--- src/rtl/program_sequencer_stack.sv ---
// Program sequencer: chooses the next program-memory address each cycle and keeps
// a hardware return-address stack so the decoder can issue subroutine call/return.
module program_sequencer_stack #(
   parameter int PC_W        = 8,
   parameter int STACK_DEPTH = 4
) (
   input  logic                               clk,
   input  logic                               reset_n,
   input  logic                               hold,
   input  logic                               jmp,
   input  logic                               jmp_nz,
   input  logic                               dont_jmp,
   input  logic                               call,
   input  logic                               ret,
   input  logic                               clr_err,
   input  logic [PC_W-1:0]                    jmp_addr,
   output logic [PC_W-1:0]                    pc,
   output logic [PC_W-1:0]                    pm_addr,
   output logic [$clog2(STACK_DEPTH+1)-1:0]   sp,
   output logic                               stack_full,
   output logic                               stack_empty,
   output logic                               ovf_err,
   output logic                               unf_err
);

   localparam int SP_W  = $clog2(STACK_DEPTH + 1);
   localparam int IDX_W = (STACK_DEPTH > 1) ? $clog2(STACK_DEPTH) : 1;

   logic [PC_W-1:0]  r_pc;
   logic [SP_W-1:0]  r_sp;
   logic             r_ovf_err;
   logic             r_unf_err;
   logic [PC_W-1:0]  r_stack [STACK_DEPTH];

   logic [PC_W-1:0]  w_pc_inc;
   logic [PC_W-1:0]  w_tos;
   logic [PC_W-1:0]  w_pm_addr;
   logic [IDX_W-1:0] w_top_idx;
   logic [IDX_W-1:0] w_wr_idx;
   logic             w_empty;
   logic             w_full;
   logic             w_ret_act;
   logic             w_ret_pop;
   logic             w_ret_unf;
   logic             w_call_act;
   logic             w_push;
   logic             w_call_ovf;
   logic             w_jmp_take;

   assign w_pc_inc  = r_pc + PC_W'(1);
   assign w_empty   = (r_sp == SP_W'(0));
   assign w_full    = (r_sp == SP_W'(STACK_DEPTH));
   // Top-of-stack index is only meaningful when the stack is non-empty.
   assign w_top_idx = IDX_W'(r_sp - SP_W'(1));
   assign w_wr_idx  = IDX_W'(r_sp);
   assign w_tos     = r_stack[w_top_idx];

   // Strobe decode in priority order: hold > ret > call > jmp > jmp_nz.
   assign w_ret_act  = ret & ~hold;
   assign w_ret_pop  = w_ret_act & ~w_empty;
   assign w_ret_unf  = w_ret_act & w_empty;
   assign w_call_act = call & ~ret & ~hold;
   assign w_push     = w_call_act & ~w_full & reset_n;
   assign w_call_ovf = w_call_act & w_full;
   assign w_jmp_take = ~hold & ~ret & ~call & (jmp | (jmp_nz & ~dont_jmp));

   always_comb begin
      w_pm_addr = w_pc_inc;
      if (!reset_n)
         w_pm_addr = '0;
      else if (hold)
         w_pm_addr = r_pc;
      else if (w_ret_pop)
         w_pm_addr = w_tos;
      else if (w_call_act || w_jmp_take)
         w_pm_addr = jmp_addr;
   end

   always_ff @(posedge clk or negedge reset_n) begin
      if (!reset_n) begin
         r_pc      <= '0;
         r_sp      <= '0;
         r_ovf_err <= 1'b0;
         r_unf_err <= 1'b0;
      end else begin
         r_pc <= w_pm_addr;
         if (w_push)
            r_sp <= r_sp + SP_W'(1);
         else if (w_ret_pop)
            r_sp <= r_sp - SP_W'(1);
         // A fresh error in the same cycle as clr_err keeps its flag set.
         if (!hold) begin
            r_ovf_err <= (r_ovf_err & ~clr_err) | w_call_ovf;
            r_unf_err <= (r_unf_err & ~clr_err) | w_ret_unf;
         end
      end
   end

   // Return-address storage is deliberately left unreset; only sp qualifies it.
   for (genvar gi = 0; gi < STACK_DEPTH; gi++) begin : g_stack
      always_ff @(posedge clk) begin
         if (w_push && (w_wr_idx == IDX_W'(gi)))
            r_stack[gi] <= w_pc_inc;
      end
   end

   assign pc          = r_pc;
   assign pm_addr     = w_pm_addr;
   assign sp          = r_sp;
   assign stack_full  = w_full;
   assign stack_empty = w_empty;
   assign ovf_err     = r_ovf_err;
   assign unf_err     = r_unf_err;

endmodule

--- config.mk ---
export PLATFORM = sky130hd
export DESIGN_NAME = program_sequencer_stack
export DESIGN_NICKNAME = d
export VERILOG_FILES = /design/src/rtl/program_sequencer_stack.sv
export SDC_FILE = /design/constraint.sdc
export NUM_CORES = 1
export LEC_CHECK = 0
export ABC_AREA = 0
export CAP_MARGIN = 0
export CORE_AREA = 2 2 76 78
export CTS_CLUSTER_SIZE = 20
export DETAILED_ROUTE_END_ITERATION = 8
export DIE_AREA = 0 0 78 80
export GPL_TIMING_DRIVEN = 0
export SLEW_MARGIN = 20
export SYNTH_ARGS = -nofsm -noshare
export SYNTH_HDL_FRONTEND = slang
export SYNTH_SLANG_ARGS = --single-unit
--- constraint.sdc ---
create_clock -name clk -period 2.5 [get_ports clk]
set_clock_uncertainty 0.15 [all_clocks]
set_input_delay 0.25 -clock clk [delete_from_list [all_inputs] [get_ports clk]]
set_output_delay 0.25 -clock clk [all_outputs]
set_load 0.01 [all_outputs]
==> results by group, run 1 <==
Flow run
  • Max cap viols: 0

STA
  • Slew @ Worst Pin: a little over 900 ps
  • Hold slack: ~230 ps
  • Slew Limit Fails: 0
  • Final setup viols: 0
  • Fmax: between 400 and 500 MHz
  • Final hold violation count: 0
  • RSZ-0062 raised after global routing: yes
  • Period utilization: 98.5%
  • Crit path time final: between 2000 and 2500 ps
  • Max_slew headroom: between 30% and 40%

Pwr
  • Pwr dens: 858 nW/µm²
  • Pwr Total: 0.00244 W
  • VDD IR-drop max: between 300 and 400 µV
  • Lkg Pwr: 1.05 nW

GRT
  • Initial antenna violation count: 0
  • Vias in the first global route: approximately 1600
  • Largest net degree at the start of global routing: 23
  • Grt ovf: 0
  • First-pass GRT wire length: between 8000 and 9000 µm
  • GRT Total Usage: about 18%

Placement
  • Port Buf Inserts: 39
  • Final HPWL DP: ~3500 µm
  • DP Cell Count: between 200 and 300
  • GP Congestion: between 0.7 and 0.8

Worst setup path
  • Worst R2R Setup Slack: 260 ps
  • R2R cell count: 6
  • Req. time, crit path: around 2100 ps
  • CP Class: flip-flop to output pin
  • CP Capture Type: output pin
  • R2r endpoint: r_stack[2][2]
  • CP max FO: 5
  • Reg-to-Reg Start: sp[0]
  • Worst EP arrival: 2060 ps
  • CP startpoint kind: flip-flop

Cells and area
  • Flip-flop and latch area: 1290 µm²
  • Area occupied by multi-input gates: between 800 and 900 µm²
  • Antenna cells: 0
  • Final core occ: a little over half
  • Non-Filler Instances: ~280
  • Total Nets Final: between 200 and 250
  • Fillers: slightly below 500
  • Layout cell share with drive strength beyond 1: 31.1%
  • Layout area overhead: 35.7%

Route
  • Pre-antenna DRT Iters: 4
  • DR DRC count: 0
  • Met3 routed wirelength: between 300 and 400 µm
  • Vias/cell: about 5.4
  • Routed length on met1: ~2300 µm
  • Post-route ant nets: 0
  • Avg WL per Cell: roughly 19 µm
  • Initial detailed-routing violation count: slightly above 90
  • Vias: approximately 1500
  • Wire length on met2: between 2000 and 3000 µm
  • Routed Wire Length: 5380 µm
  • Top sig layer: met4

Synthesis
  • Synth Instances: 150
  • Syn avg cell area: ~14 µm²
  • Post-synthesis sequential area ratio: between 60 and 70%
  • Number of synthesized flops with an enable pin: 32
  • Netlist Area Pre-Place: roughly 2100 µm²
  • Seq cells post-synth: 45
  • Netlist cell types: 34
  • Ys async rst share: ~29%
  • Ys Warns: 0
  • Synth top area cells: edfxtp_1 46%, dfrtp_1 16%, mux4_2 8.6%
  • Post-synth top area cell: edfxtp_1
  • Ys flop type: edfxtp_1
  • Most common cell in the netlist: edfxtp_1
  • Commonest cells in the netlist: 32 x edfxtp_1, 13 x dfrtp_1, 11 x a21oi_1
  • Syn Nets: roughly 170
  • Post-synth top area share: 45.9%

CTS
  • Root buffer cell: clkbuf_8
  • Worst skew pair latency: about 290 ps
  • CTS tree: yes
  • CTS Buf Count: 5
  • Clock Sinks: 45
  • Max clock buf depth: 2
  • CTS clk-pin slew, worst paths: 80 ps
  • Htree depth: 2

Floorplan
  • Die Wd: ~78 µm
  • Die Y: about 80 µm
  • Die area: between 6000 and 7000 µm²
  • Initial Utilization: about two fifths
  • I/O pin count: 40
  • Row count: 27
  • Core footprint: between 5000 and 6000 µm²

Run status
  • Status: complete, no violations

Hold path
  • Hold path endpoint: pc[5]
  • Hold Crit Start: reset_n
  • Hold depth: 3
  • Worst Hold Class: input port to flip-flop
## logic make-up (layout without fill, tap and decap cells)
group                      after synthesis  count (layout)  share of synthesized area [%]
adders and majority gates                6               6                           3.59
and+or+nand+nor                         38              38                           9.50
muxes                                    9               9                           9.09
AOI/OAI and AO/OA                       38              38                           12.1
buffers and inverters                    9              68                           2.15
DFF                                     45              45                           61.4
xor gates and xnor gates                 5               5                           2.09
## stage by stage
step | instance area [µm²] | worst slack, ps | setup TNS, ps
final | 2840 | 36.4 | 0
after global routing | 2840 | -55.8 | -113
after CTS | 2740 | -16.1 | -16.1
after detailed placement | 2570 | -496 | -18980
after global placement | 2570 | -433 | -16260
after floorplan | 2090 | 236 | 0
## report_power, final
part | internal (W) | switching (W) | total, W
registers | 0.000885 | 0.0000588 | 0.000943
logic | 0.000581 | 0.000498 | 0.00108
clock network | 0.000189 | 0.000227 | 0.000415
## how the worst max path moves through the flow
stage / from / endpoint / slack (ps) / cells after the start
6_report: sp[0] / pm_addr[5] / 40 / 8
5_1_grt: ret / pm_addr[5] / -60 / 8
2_1_floorplan: sp[0] / pm_addr[1] / 240 / 8
3_5_place_dp: reset_n / r_stack[2][6] / -500 / 4
3_3_place_gp: reset_n / r_stack[2][6] / -430 / 4
4_1_cts: sp[0] / pm_addr[1] / -20 / 9
## critical path, stage by stage, from the launching register on
cell	delay [ps]
dfrtp_1	390
buf_8	130
inv_8	30
ha_4	270
buf_6	130
mux4_2	310
a21oi_2	160
a21oi_1	110
clkdlybuf4s15_2	240
## cell usage in the layout (no fill, tap or decap), drive strengths merged, types with 2 or more instances in the layout
| cell type | instances |
|---|---|
| o221ai | 2 |
| edfxtp | 32 |
| o21ai | 11 |
| nand2 | 9 |
| nand2b | 2 |
| a21boi | 2 |
| o211ai | 6 |
| and2 | 4 |
| nor2 | 7 |
| a21oi | 11 |
| or3 | 3 |
| dfrtp | 13 |
| clkdlybuf4s15 | 2 |
| nand3 | 8 |
| mux4 | 8 |
| a22oi | 2 |
| or2b | 3 |
| clkbuf | 12 |
| ha | 6 |
| clkdlybuf4s50 | 30 |
| inv | 5 |
| xnor2 | 4 |
| buf | 17 |
## sequential cells by signal, summed over array words and instances, names as in the netlist
signal,cells
r_stack,32
unf_err,1
ovf_err,1
sp,3
pc,8
## metal layers
metal  vias up  global-route usage, %
met5         -                      0
met4         0                   4.74
met3         5                   4.07
met2        57                   30.2
met1       765                   22.3
li1        690                      -
## cell type report
cell class	count	area share, %
well taps	72	3.17
inverters	5	0.925
repair buffers	52	16.4
multi-input cells	96	29.9
plain buffers	4	1.59
clock buffers	6	2.56
flip-flops and latches	45	45.4
clock inverters	1	0.132
## timing repair
item / CTS / global route
setup buffers: 4 / 7
endpoints found under the setup margin: 40 / 40
hold endpoints to repair: 0 / 13
gates cloned: 0 / 1
gates resized for setup: 39 / 25
hold buffers: 0 / 1
pin swaps: 4 / 7
No activity file was read; power rests on OpenSTA's default activity.
==> run 2: changes to the inputs <==
--- a/config.mk
+++ b/config.mk
@@ -12,6 +12,7 @@
 export DETAILED_ROUTE_END_ITERATION = 8
 export DIE_AREA = 0 0 78 80
 export GPL_TIMING_DRIVEN = 0
+export HOLD_SLACK_MARGIN = 0.06
 export SLEW_MARGIN = 20
 export SYNTH_ARGS = -nofsm -noshare
 export SYNTH_HDL_FRONTEND = slang
==> results of run 2 <==
Same layout as run 1: the final DEF is identical, and so are final timing and power.
==> run 3: changes to the inputs <==
--- a/config.mk
+++ b/config.mk
@@ -13,6 +13,7 @@
 export DIE_AREA = 0 0 78 80
 export GPL_TIMING_DRIVEN = 0
 export HOLD_SLACK_MARGIN = 0.06
+export RECOVER_POWER = 100
 export SLEW_MARGIN = 20
 export SYNTH_ARGS = -nofsm -noshare
 export SYNTH_HDL_FRONTEND = slang
==> results by group, run 3 (synthesis gave the netlist of run 1 again) <==
Floorplan
  • Die Y: about 80 µm
  • Core footprint: around 5400 µm²
  • Die area: 6240 µm²
  • Initial Utilization: 38.7%
  • Die Wd: slightly below 80 µm
  • Row count: 27
  • I/O pin count: 40

Placement
  • Port Buf Inserts: 39
  • Final HPWL DP: 3510 µm
  • GP Congestion: between 0.7 and 0.8

STA
  • Max_slew headroom: about two fifths
  • Fmax: a little over 400 MHz
  • Final TNS setup: 0 ps
  • Period utilization: between 90 and 100%
  • Slew Limit Fails: 0
  • Final hold violation count: 0
  • Final setup viols: 0
  • Hold slack: around 230 ps
  • RSZ-0062 raised after global routing: yes
  • Slew @ Worst Pin: between 900 and 1000 ps
  • Crit path time final: between 2000 and 2500 ps

Worst setup path
  • Critical path startpoint: sp[0]
  • CP Capture Type: output pin
  • CP startpoint kind: flip-flop
  • CP Class: flip-flop to output pin
  • Worst EP arrival: approximately 2100 ps
  • R2r endpoint: r_stack[2][2]
  • CP max FO: 5
  • Worst R2R Setup Slack: about 260 ps
  • Req. time, crit path: between 2000 and 2500 ps
  • R2R cell count: 6
  • Reg-to-Reg Start: sp[0]

Cells and area
  • Layout area overhead: 35.5%
  • Final core occ: 52.5%
  • Antenna cells: 0
  • Total Nets Final: ~230
  • Number of flip-flops in the largest register: 32
  • Layout cell share with drive strength beyond 1: 30.6%
  • Most common cell after layout, fill and taps aside: edfxtp_1
  • Most frequent cells in the layout: 32 x edfxtp_1, 30 x clkdlybuf4s50_1, 11 x dfrtp_1
  • Biggest register: r_stack
  • Fillers: between 400 and 500

Pwr
  • Pwr dens: 859 nW/µm²
  • Pwr Total: about 0.0024 W
  • Switch share: 32.2%
  • Net Switching: between 0.0007 and 0.0008 W
  • VDD IR-drop max: ~360 µV
  • Internal Power: ~0.0017 W
  • Lkg Pwr: ~1.0 nW
  • Sequential share of power: a little under 40%
  • Clock group share of total power: 17.1%
  • Comb pwr share: roughly 44%

Hold path
  • Worst Hold Class: input port to flip-flop
  • Hold Crit Start: reset_n
  • Hold path endpoint: pc[5]
  • Hold depth: 3

CTS
  • CTS tree: yes
  • Root buffer cell: clkbuf_8
  • Clock Sinks: 45
  • Htree depth: 2
  • CTS Buf Count: 5
  • CTS clk-pin slew, worst paths: around 80 ps
  • Max clock buf depth: 2
  • Worst skew pair latency: 290 ps

Route
  • Avg WL per Cell: roughly 19 µm
  • Routed Wire Length: around 5400 µm
  • Pre-antenna DRT Iters: 4
  • Vias: around 1500
  • Initial detailed-routing violation count: ~90
  • Post-route ant nets: 0
  • Vias/cell: 5.43
  • DR DRC count: 0

GRT
  • Grt ovf: 0
  • Initial antenna violation count: 0
  • Vias in the first global route: 1554
  • GRT Total Usage: about 18%
  • First-pass GRT wire length: 8160 µm
  • Largest net degree at the start of global routing: 23

Flow run
  • Max cap viols: 0

Run status
  • Status: complete, no violations
[run 3: cell type report]
| type | count | area, µm² | share of cell area (%) |
|---|---|---|---|
| Inverter | 5 | 26.3 | 0.926 |
| Timing Repair Buffer | 52 | 462 | 16.3 |
| Tap cell | 72 | 90.1 | 3.18 |
| Clock inverter | 1 | 3.75 | 0.132 |
| Sequential cell | 45 | 1290 | 45.4 |
| Clock buffer | 6 | 72.6 | 2.56 |
| Multi-Input combinational cell | 96 | 848 | 29.9 |
| Buffer | 4 | 45.0 | 1.59 |
[run 3: through the flow]
step | instances | worst slack [ps] | instance area [µm²]
global placement | 261 | -433 | 2570
finish | 281 | 33.8 | 2840
CTS | 272 | -16.1 | 2740
floorplan | 150 | 236 | 2090
detailed placement | 261 | -496 | 2570
global route | 281 | -55.8 | 2840
[run 3: power groups by stage]
stage	Combinational [W]	Clock [W]	Sequential, W
floorplan	0.000489	0	0.000973
global placement	0.000804	0	0.000956
detailed placement	0.000818	0	0.000960
CTS	0.000919	0.000420	0.000944
global route	0.00115	0.000448	0.000953
finish	0.00108	0.000416	0.000944
[run 3: what timing repair did]
item,4_1_cts,5_1_grt
gates resized for setup,39,25
hold endpoints to repair,0,13
pin swaps,4,7
setup endpoints to repair,40,40
buffers inserted,4,7
cloned,0,1
hold buffers,0,1
[run 3: routing by layer]
layer	up-vias	track usage (%)	routed length [µm]
li1	691	-	-
met3	5	4.07	313
met1	770	22.3	2280
met2	59	30.2	2740
met4	0	4.74	52
met5	-	0	0
[run 3: how the worst max path moves through the flow]
stage,endpoint,slack [ps],cells past startpoint
6_report,pm_addr[5],30,8
5_1_grt,pm_addr[5],-60,8
4_1_cts,pm_addr[1],-20,9
3_5_place_dp,r_stack[2][6],-500,4
3_3_place_gp,r_stack[2][6],-430,4
2_1_floorplan,pm_addr[1],240,8
[run 3: worst max-delay path, cell delays in order, from the launching register on]
cell and delay (ps):
dfrtp_1 390, buf_8 130, inv_8 30, ha_4 270, buf_6 130, mux4_2 310, a21oi_2 160, a21oi_1 110
clkdlybuf4s15_2 240
